File: src/rtl/weight_pkg.sv
// Shared constants and state encoding for the serial weight loader.
// Address layout: hidden neuron j at HIDDEN_BASE+HIDDEN_FANIN*j, output neuron k at OUTPUT_BASE+OUTPUT_FANIN*k.
package weight_pkg;
   localparam int WIDTH        = 10;
   localparam int NUM_WORDS    = 65;
   localparam int ADDR_W       = 7;
   localparam int HIDDEN_BASE  = 0;
   localparam int OUTPUT_BASE  = 50;
   localparam int HIDDEN_FANIN = 10;
   localparam int OUTPUT_FANIN = 5;

   typedef enum logic [1:0] {
      IDLE   = 2'd0,
      LOAD   = 2'd1,
      CHECK  = 2'd2,
      FINISH = 2'd3
   } state_e;
endpackage

File: src/rtl/weight_deser.sv
// MSB-first deserializer: shifts bits in on the LSB side and flags the WIDTH-th bit.
// word_o/word_valid_o are combinational so the parent can register them on the sampling edge.
module weight_deser #(
   parameter int WIDTH = 10
) (
   input  logic             clk_i,
   input  logic             rst_ni,
   input  logic             clr_i,
   input  logic             en_i,
   input  logic             bit_i,
   output logic [WIDTH-1:0] word_o,
   output logic             word_valid_o
);
   localparam int CNT_W = $clog2(WIDTH + 1);
   localparam logic [CNT_W-1:0] LAST_BIT = CNT_W'(WIDTH - 1);

   logic [WIDTH-1:0] shift_q, shift_d;
   logic [CNT_W-1:0] cnt_q, cnt_d;

   // next shift/count state and word completion
   always_comb begin
      shift_d      = shift_q;
      cnt_d        = cnt_q;
      word_o       = {shift_q[WIDTH-2:0], bit_i};
      word_valid_o = 1'b0;
      if (clr_i) begin
         shift_d = '0;
         cnt_d   = '0;
      end else if (en_i) begin
         shift_d = word_o;
         if (cnt_q == LAST_BIT) begin
            cnt_d        = '0;
            word_valid_o = 1'b1;
         end else begin
            cnt_d = cnt_q + CNT_W'(1);
         end
      end else begin
         shift_d = shift_q;
      end
   end

   // shift register and bit counter
   always_ff @(posedge clk_i or negedge rst_ni) begin
      if (!rst_ni) begin
         shift_q <= '0;
         cnt_q   <= '0;
      end else begin
         shift_q <= shift_d;
         cnt_q   <= cnt_d;
      end
   end
endmodule

File: src/rtl/weight_loader.sv
// Serial weight loader: deserializes a frame of weights into RAM writes at consecutive
// addresses and validates the frame against a trailing modular-sum checksum word.
module weight_loader #(
   parameter int WIDTH     = weight_pkg::WIDTH,
   parameter int NUM_WORDS = weight_pkg::NUM_WORDS,
   parameter int ADDR_W    = weight_pkg::ADDR_W,
   parameter int BASE_ADDR = 0
) (
   input  logic              Clock,
   input  logic              Rst,
   input  logic              Start,
   input  logic              SerIn,
   input  logic              SerValid,
   output logic              WE,
   output logic [ADDR_W-1:0] WAddr,
   output logic [WIDTH-1:0]  WData,
   output logic              Busy,
   output logic              Done,
   output logic              Error
);
   import weight_pkg::*;

   localparam int WCNT_W = $clog2(NUM_WORDS + 1);
   localparam logic [WCNT_W-1:0] LAST_WORD = WCNT_W'(NUM_WORDS - 1);

   state_e             state_q, state_d;
   logic [ADDR_W-1:0]  addr_q, addr_d, waddr_q, waddr_d;
   logic [WIDTH-1:0]   wdata_q, wdata_d, sum_q, sum_d;
   logic [WCNT_W-1:0]  wcnt_q, wcnt_d;
   logic               we_q, we_d, busy_q, busy_d, done_q, done_d, err_q, err_d;
   logic               start_acc_s, deser_en_s, word_valid_s;
   logic [WIDTH-1:0]   word_s;

   // bits only count while a frame is loading or checking; the Start cycle is IDLE so its bit is dropped
   always_comb begin
      start_acc_s = Start && (state_q == IDLE);
      deser_en_s  = SerValid && ((state_q == LOAD) || (state_q == CHECK));
   end

   weight_deser #(.WIDTH(WIDTH)) u_deser (
      .clk_i        (Clock),
      .rst_ni       (Rst),
      .clr_i        (start_acc_s),
      .en_i         (deser_en_s),
      .bit_i        (SerIn),
      .word_o       (word_s),
      .word_valid_o (word_valid_s)
   );

   // frame FSM, counters and checksum next state
   always_comb begin
      state_d = state_q;
      addr_d  = addr_q;
      waddr_d = waddr_q;
      wdata_d = wdata_q;
      sum_d   = sum_q;
      wcnt_d  = wcnt_q;
      busy_d  = busy_q;
      err_d   = err_q;
      we_d    = 1'b0;
      done_d  = 1'b0;
      case (state_q)
         IDLE: begin
            if (start_acc_s) begin
               state_d = LOAD;
               addr_d  = ADDR_W'(BASE_ADDR);
               wcnt_d  = '0;
               sum_d   = '0;
               err_d   = 1'b0;
               busy_d  = 1'b1;
            end else begin
               state_d = IDLE;
            end
         end
         LOAD: begin
            if (word_valid_s) begin
               we_d    = 1'b1;
               wdata_d = word_s;
               waddr_d = addr_q;
               addr_d  = addr_q + ADDR_W'(1);
               wcnt_d  = wcnt_q + WCNT_W'(1);
               sum_d   = sum_q + word_s;
               if (wcnt_q == LAST_WORD) begin
                  state_d = CHECK;
               end else begin
                  state_d = LOAD;
               end
            end else begin
               state_d = LOAD;
            end
         end
         CHECK: begin
            if (word_valid_s) begin
               err_d   = (word_s != sum_q);
               done_d  = 1'b1;
               busy_d  = 1'b0;
               state_d = FINISH;
            end else begin
               state_d = CHECK;
            end
         end
         FINISH: begin
            state_d = IDLE;
         end
         default: begin
            state_d = IDLE;
            busy_d  = 1'b0;
         end
      endcase
   end

   // state and output registers
   always_ff @(posedge Clock or negedge Rst) begin
      if (!Rst) begin
         state_q <= IDLE;
         addr_q  <= '0;
         waddr_q <= '0;
         wdata_q <= '0;
         sum_q   <= '0;
         wcnt_q  <= '0;
         we_q    <= 1'b0;
         busy_q  <= 1'b0;
         done_q  <= 1'b0;
         err_q   <= 1'b0;
      end else begin
         state_q <= state_d;
         addr_q  <= addr_d;
         waddr_q <= waddr_d;
         wdata_q <= wdata_d;
         sum_q   <= sum_d;
         wcnt_q  <= wcnt_d;
         we_q    <= we_d;
         busy_q  <= busy_d;
         done_q  <= done_d;
         err_q   <= err_d;
      end
   end

   assign WE    = we_q;
   assign WAddr = waddr_q;
   assign WData = wdata_q;
   assign Busy  = busy_q;
   assign Done  = done_q;
   assign Error = err_q;
endmodule

File: config.mk
export PLATFORM = sky130hd
export DESIGN_NAME = weight_loader
export DESIGN_NICKNAME = d
export VERILOG_FILES = /design/src/rtl/weight_pkg.sv /design/src/rtl/weight_deser.sv /design/src/rtl/weight_loader.sv
export SDC_FILE = /design/constraint.sdc
export NUM_CORES = 1
export LEC_CHECK = 0
export BUFFER_PORTS_ARGS = -buffer_cell sky130_fd_sc_hd__buf_4
export CAP_MARGIN = 30
export CORE_MARGIN = 10
export CORE_UTILIZATION = 50
export DETAILED_ROUTE_END_ITERATION = 10
export HOLD_SLACK_MARGIN = 0.15
export PLACE_DENSITY = 0.69
export SLEW_MARGIN = 25
export SYNTH_ARGS = -nofsm -noshare
export SYNTH_HDL_FRONTEND = slang
export SYNTH_SLANG_ARGS = --single-unit
File: constraint.sdc
create_clock -name Clock -period 3.4 [get_ports Clock]
set_input_delay 0.34 -clock Clock [delete_from_list [all_inputs] [get_ports Clock]]
set_output_delay 0.34 -clock Clock [all_outputs]
set_load 0.005 [all_outputs]
Yosys cells after proc, flatten, opt, wreduce, memory -nomap -nowiden --
Cells that the tools add are included.
Word-level totals: register bits 60, output and inout port bits 21
Operators by class: reductions and logical operators 10, equality and inequality tests 9, multiplexer cells 30, $add $sub $neg 4
Operator list (number):
- one-hot mux 7 bit (2 select lines) | 2
- 2-to-1 mux 7 bit | 3
- 2-to-1 mux 10 bit | 2
- one-hot mux 10 bit (2 select lines) | 1
- 2-to-1 mux 9 bit | 2
- adder 7 x 1 -> 7 bit, second input constant | 2
- 2-to-1 mux 1 bit | 12
- 2-to-1 mux 4 bit | 3
- adder 10 bit | 1
- != test 10 bit | 1
- one-hot mux 2 bit (4 select lines) | 1
- == test 7 bit, second input constant | 1
- AND reduction 3 bit | 2
- nonzero test 2 bit | 3
- adder 4 x 1 -> 4 bit, second input constant | 1
- == test 2 bit, second input constant | 2
- == test 4 bit, second input constant | 1
- 2-to-1 mux 2 bit | 2
- != test 2 x 1 -> 1 bit, second input constant | 2
- one-hot mux 1 bit (2 select lines) | 2
- == test 2 x 1 -> 1 bit, second input constant | 1
- logical AND 1 bit | 2
- zero test 2 bit | 1
- != test 2 bit, second input constant | 1
- 2 further kinds | 2

Longest topological paths before layout --
word-level depth 7, gate-level depth with buffers 10

Modules after synthesis --
A second synthesis with hierarchy kept.
Unflattened totals: cell total of the unflattened synthesis 278, area total of the unflattened synthesis 2999.1 µm²
Modules (own cells, without submodules):
- weight_loader | times used 1, cells each 222, area an instance 2369.8 µm²
- weight_deser | times used 1, cells each 56, area an instance 629.4 µm²

Least setup slack after synthesis --
OpenSTA, ideal clock, no wires.
path kind register -> register, start register state_q[0], end register addr_q[6], arrival time 1897 ps, period minus slack after synthesis 1976 ps, buffers on the path 0, cell stages (with the launch flop) 9, path slack 1424 ps, path through dfrtp_1 -> inv_1 -> ha_1 -> and2_1 -> nand4_4 -> a21oi_4 -> nand4_2 -> or3_1 -> a21oi_1
On the way: word-level cells in the longest chain between the ends 7, elaborated cells between the ends (all ways) 13, those cells by class 4 x eq/ne; 3 x mux; 6 x reduce/logical
RTL lines:
- from (decl) | line weight_loader.sv:26 | state_e state_q, state_d;
- from (signal assigned) | line weight_loader.sv:126 | state_q <= state_d;
- == test 2 x 1 -> 1 bit / == test 2 bit (equally long branches) | line weight_loader.sv:37, weight_loader.sv:62
- logical OR 1 bit | line weight_loader.sv:37 | deser_en_s = SerValid && ((state_q == LOAD) || (state_q == CHECK));
- logical AND 1 bit | line weight_loader.sv:37
- 2-to-1 mux 1 bit | line weight_deser.sv:29 | end else if (en_i) begin
- 2-to-1 mux 1 bit | line weight_deser.sv:26 | if (clr_i) begin
- != test 2 x 1 -> 1 bit (no source line)
- AND reduction 3 bit (no source line)
- to (signal assigned) | line weight_loader.sv:127 | addr_q <= addr_d;
- to (decl) | line weight_loader.sv:27 | logic [ADDR_W-1:0] addr_q, addr_d, waddr_q, waddr_d;
Parallel ways exist; a longest one is shown, timed or not. A chain may end at the register's enable or synchronous reset.

Final worst setup path --
Ends and elaborated chain as after synthesis.

==> run summary <==
WP data arrival = 2.68 ns
met3 WL = 337 um
Initial Utilization = 51.2%
GRT Util Overall = 12.9%
H-tree depth = 3
pin count of the biggest net entering global routing = 61
Post-synth EDFFs = 0
clk root buf = clkbuf_8
Nets = 364
Post-Route M1 WL = 2890 um
Rows = 28
CP Max Fanout = 22
Yosys Warn Count = 0
fin crit period = 2.41 ns
clk_lat worst skew = 0.34 ns
Area Growth Syn to Fin = 13.9%
die area = 9530 sq um
core region area = 5890 sq um
met2 wire length = 2710 um
Top FF cell, synth = dfrtp_1
Synth area leader = dfrtp_1
Max Buffers Root-to-Sink = 2
critical path endpoint category = flop
share of layout cells above drive strength 1 = 13.6%
post-synthesis area per instance = 9.60 sq um
Max Fclk = 415 MHz
endpoints failing hold = 0
Max Cap Viol = 0
Worst-path clk slew = 0.07 ns
Cells after DPL = 403
syn_nets = 338
worst hold path type = in -> reg
Vias per Instance = 5.33
Total Wirelength = 6040 um
Leak = 1.77 nW
post-synthesis cell type count = 42
Die X = 97.6 um
Max IR drop VDD = 0.304 mV
setup_tns = 0 ns
Antenna Diode Count = 0
Post-Layout Cell Count = 420
hpwl dp = 4180 um
Worst Skew = 0.00579 ns
Crit path required time = 3.67 ns
gpl congestion = 0.814
Slew HR = 41.1%
critical path type = reg -> reg
drt first pass iters = 4
Clock Sinks = 60
Mapped Area = 3010 sq um
sequential element share of the synthesized area = 49.8%
vias in the first global route = 2,285
vias = 2,239
DRT iter0 DRCs = 109
pwr/cell area = 503 nW/um^2
top cell type's share of synthesized area = 49.8%
first-pass GRT wire length = 10,400 um
Max Slew Vio Count = 0
Async S/R FF share, synth = 100%
# IOs = 26
status = finished clean
CTS tree = yes
Yosys reg bits = 60
most common cell in the netlist = nand2_1
R2R setup slack = 0.99 ns
post-layout util = 58.3%
Fillers = 538
number of buffers inserted during clock tree synthesis = 9
Final Setup Violations = 0
PortBufs = 25
RSZ-0062 raised after global routing = false
period utilization = 70.9%
Syn Inst Count = 314
Slew @ Worst Pin = 0.880 ns
Startpoint Class = flop
GRT Residual Overflow = 0
initial antenna violation count = 0
chip height = 97.6 um
Synth top cells by count = 68 x nand2_1, 60 x dfrtp_1, 19 x nor2_1, 19 x o21ai_0
Avg WL per Cell = 14.4 um
antenna violation net count after detailed routing = 0
synth top area cells = dfrtp_1 50%, nand2_1 8.5%, ha_1 7.5%
DRC Markers = 0
DR top layer = met4
## path summary, 6_finish.rpt
path / startpoint / endpoint / cells after the start
setup / recovery: state_q[0] / addr_q[6] / 8
hold / removal: SerIn / WData[0] / 3
setup reg to reg: state_q[0] / addr_q[6] / 8
hold reg to reg: WData[0] / WData[0] / 2
max in group asynchronous: Rst / sum_q[5] / 2
min in group asynchronous: Rst / wcnt_q[4] / 2
## cell usage in the layout (no fill, tap or decap), types with 2 or more instances in the layout
master	Yosys	routed
o22ai_1	2	2
a21o_1	2	2
buf_4	1	26
xnor2_1	5	5
and3_1	4	4
nor2_1	19	19
xor2_1	11	11
dfrtp_1	60	60
nand2_1	68	68
clkinv_2	0	4
nand2b_1	5	5
nand3_1	11	11
inv_1	18	18
and2_1	3	3
mux2i_1	3	3
nor2b_1	2	2
a31oi_1	2	2
a211oi_1	2	2
clkbuf_8	0	10
a21oi_1	12	12
a22o_1	10	10
nand4_1	8	8
ha_1	18	18
o21ai_0	19	19
nor4_1	2	2
## layout make-up
type / count / area (sq um) / area share (%)
repair buffers: 27 / 205 / 5.98
multi-input cells: 224 / 1390 / 40.6
flip-flops and latches: 60 / 1500 / 43.8
clock inverters: 5 / 27.5 / 0.802
well taps: 75 / 93.8 / 2.74
clock buffers: 11 / 141 / 4.12
inverters: 18 / 67.6 / 1.97
## cells by family after synthesis
| family | Yosys count | synth area share, % |
|---|---|---|
| multiplexers | 3 | 0.997 |
| buffers and inverters | 30 | 3.90 |
| flip-flops | 60 | 49.8 |
| AO/OA/AOI/OAI | 56 | 12.2 |
| adder cells (fa/ha/maj) | 19 | 8.14 |
| AND/OR/NAND/NOR | 130 | 20.3 |
| XOR/XNOR | 16 | 4.65 |
## per-stage QoR
stage / instance area (sq um) / total power (W) / hold WS, ns / worst slack (ns)
6_report: 3430 / 0.00173 / 0.224 / 0.989
5_1_grt: 3430 / 0.00183 / 0.248 / 0.741
4_1_cts: 3430 / 0.00174 / 0.214 / 0.991
3_5_place_dp: 3250 / 0.00118 / 0.460 / 1.02
3_3_place_gp: 3250 / 0.00117 / 0.459 / 1.08
2_1_floorplan: 3010 / 0.00108 / 0.0444 / 1.42
## timing repair
item	in CTS	in global routing
resized for setup	0	0
endpoints found under the setup margin	0	0
hold buffers	1	0
buffers inserted	0	0
hold endpoints to repair	60	0
## registers in the layout, indices dropped and copies added, names as in the netlist, named ones only
name	flops
Error	1
Done	1
addr_q	7
wcnt_q	7
WAddr	7
state_q	1
sum_q	10
WE	1
u_deser.cnt_q	4
WData	10
u_deser.shift_q	9
Busy	1
## worst max-delay path, cell delays in order (launching register included)
cell and delay (ns):
dfrtp_1 0.39, inv_1 0.10, ha_1 0.28, and2_1 0.23, nand4_4 0.33, a21oi_4 0.34, nand4_2 0.16, or3_1 0.36
a21oi_1 0.14
## routing by layer
metal / global-route usage (%) / up-vias
li1: - / 1119
met1: 15.4 / 1069
met2: 20.4 / 41
met3: 4.55 / 10
met4: 5.93 / 0
met5: 0 / -
## where the power goes
part / switching [W] / internal, W
registers: 0.0000443 / 0.000757
logic: 0.000245 / 0.000125
clock network: 0.000276 / 0.000279
Power figures use the tool's default switching activity.
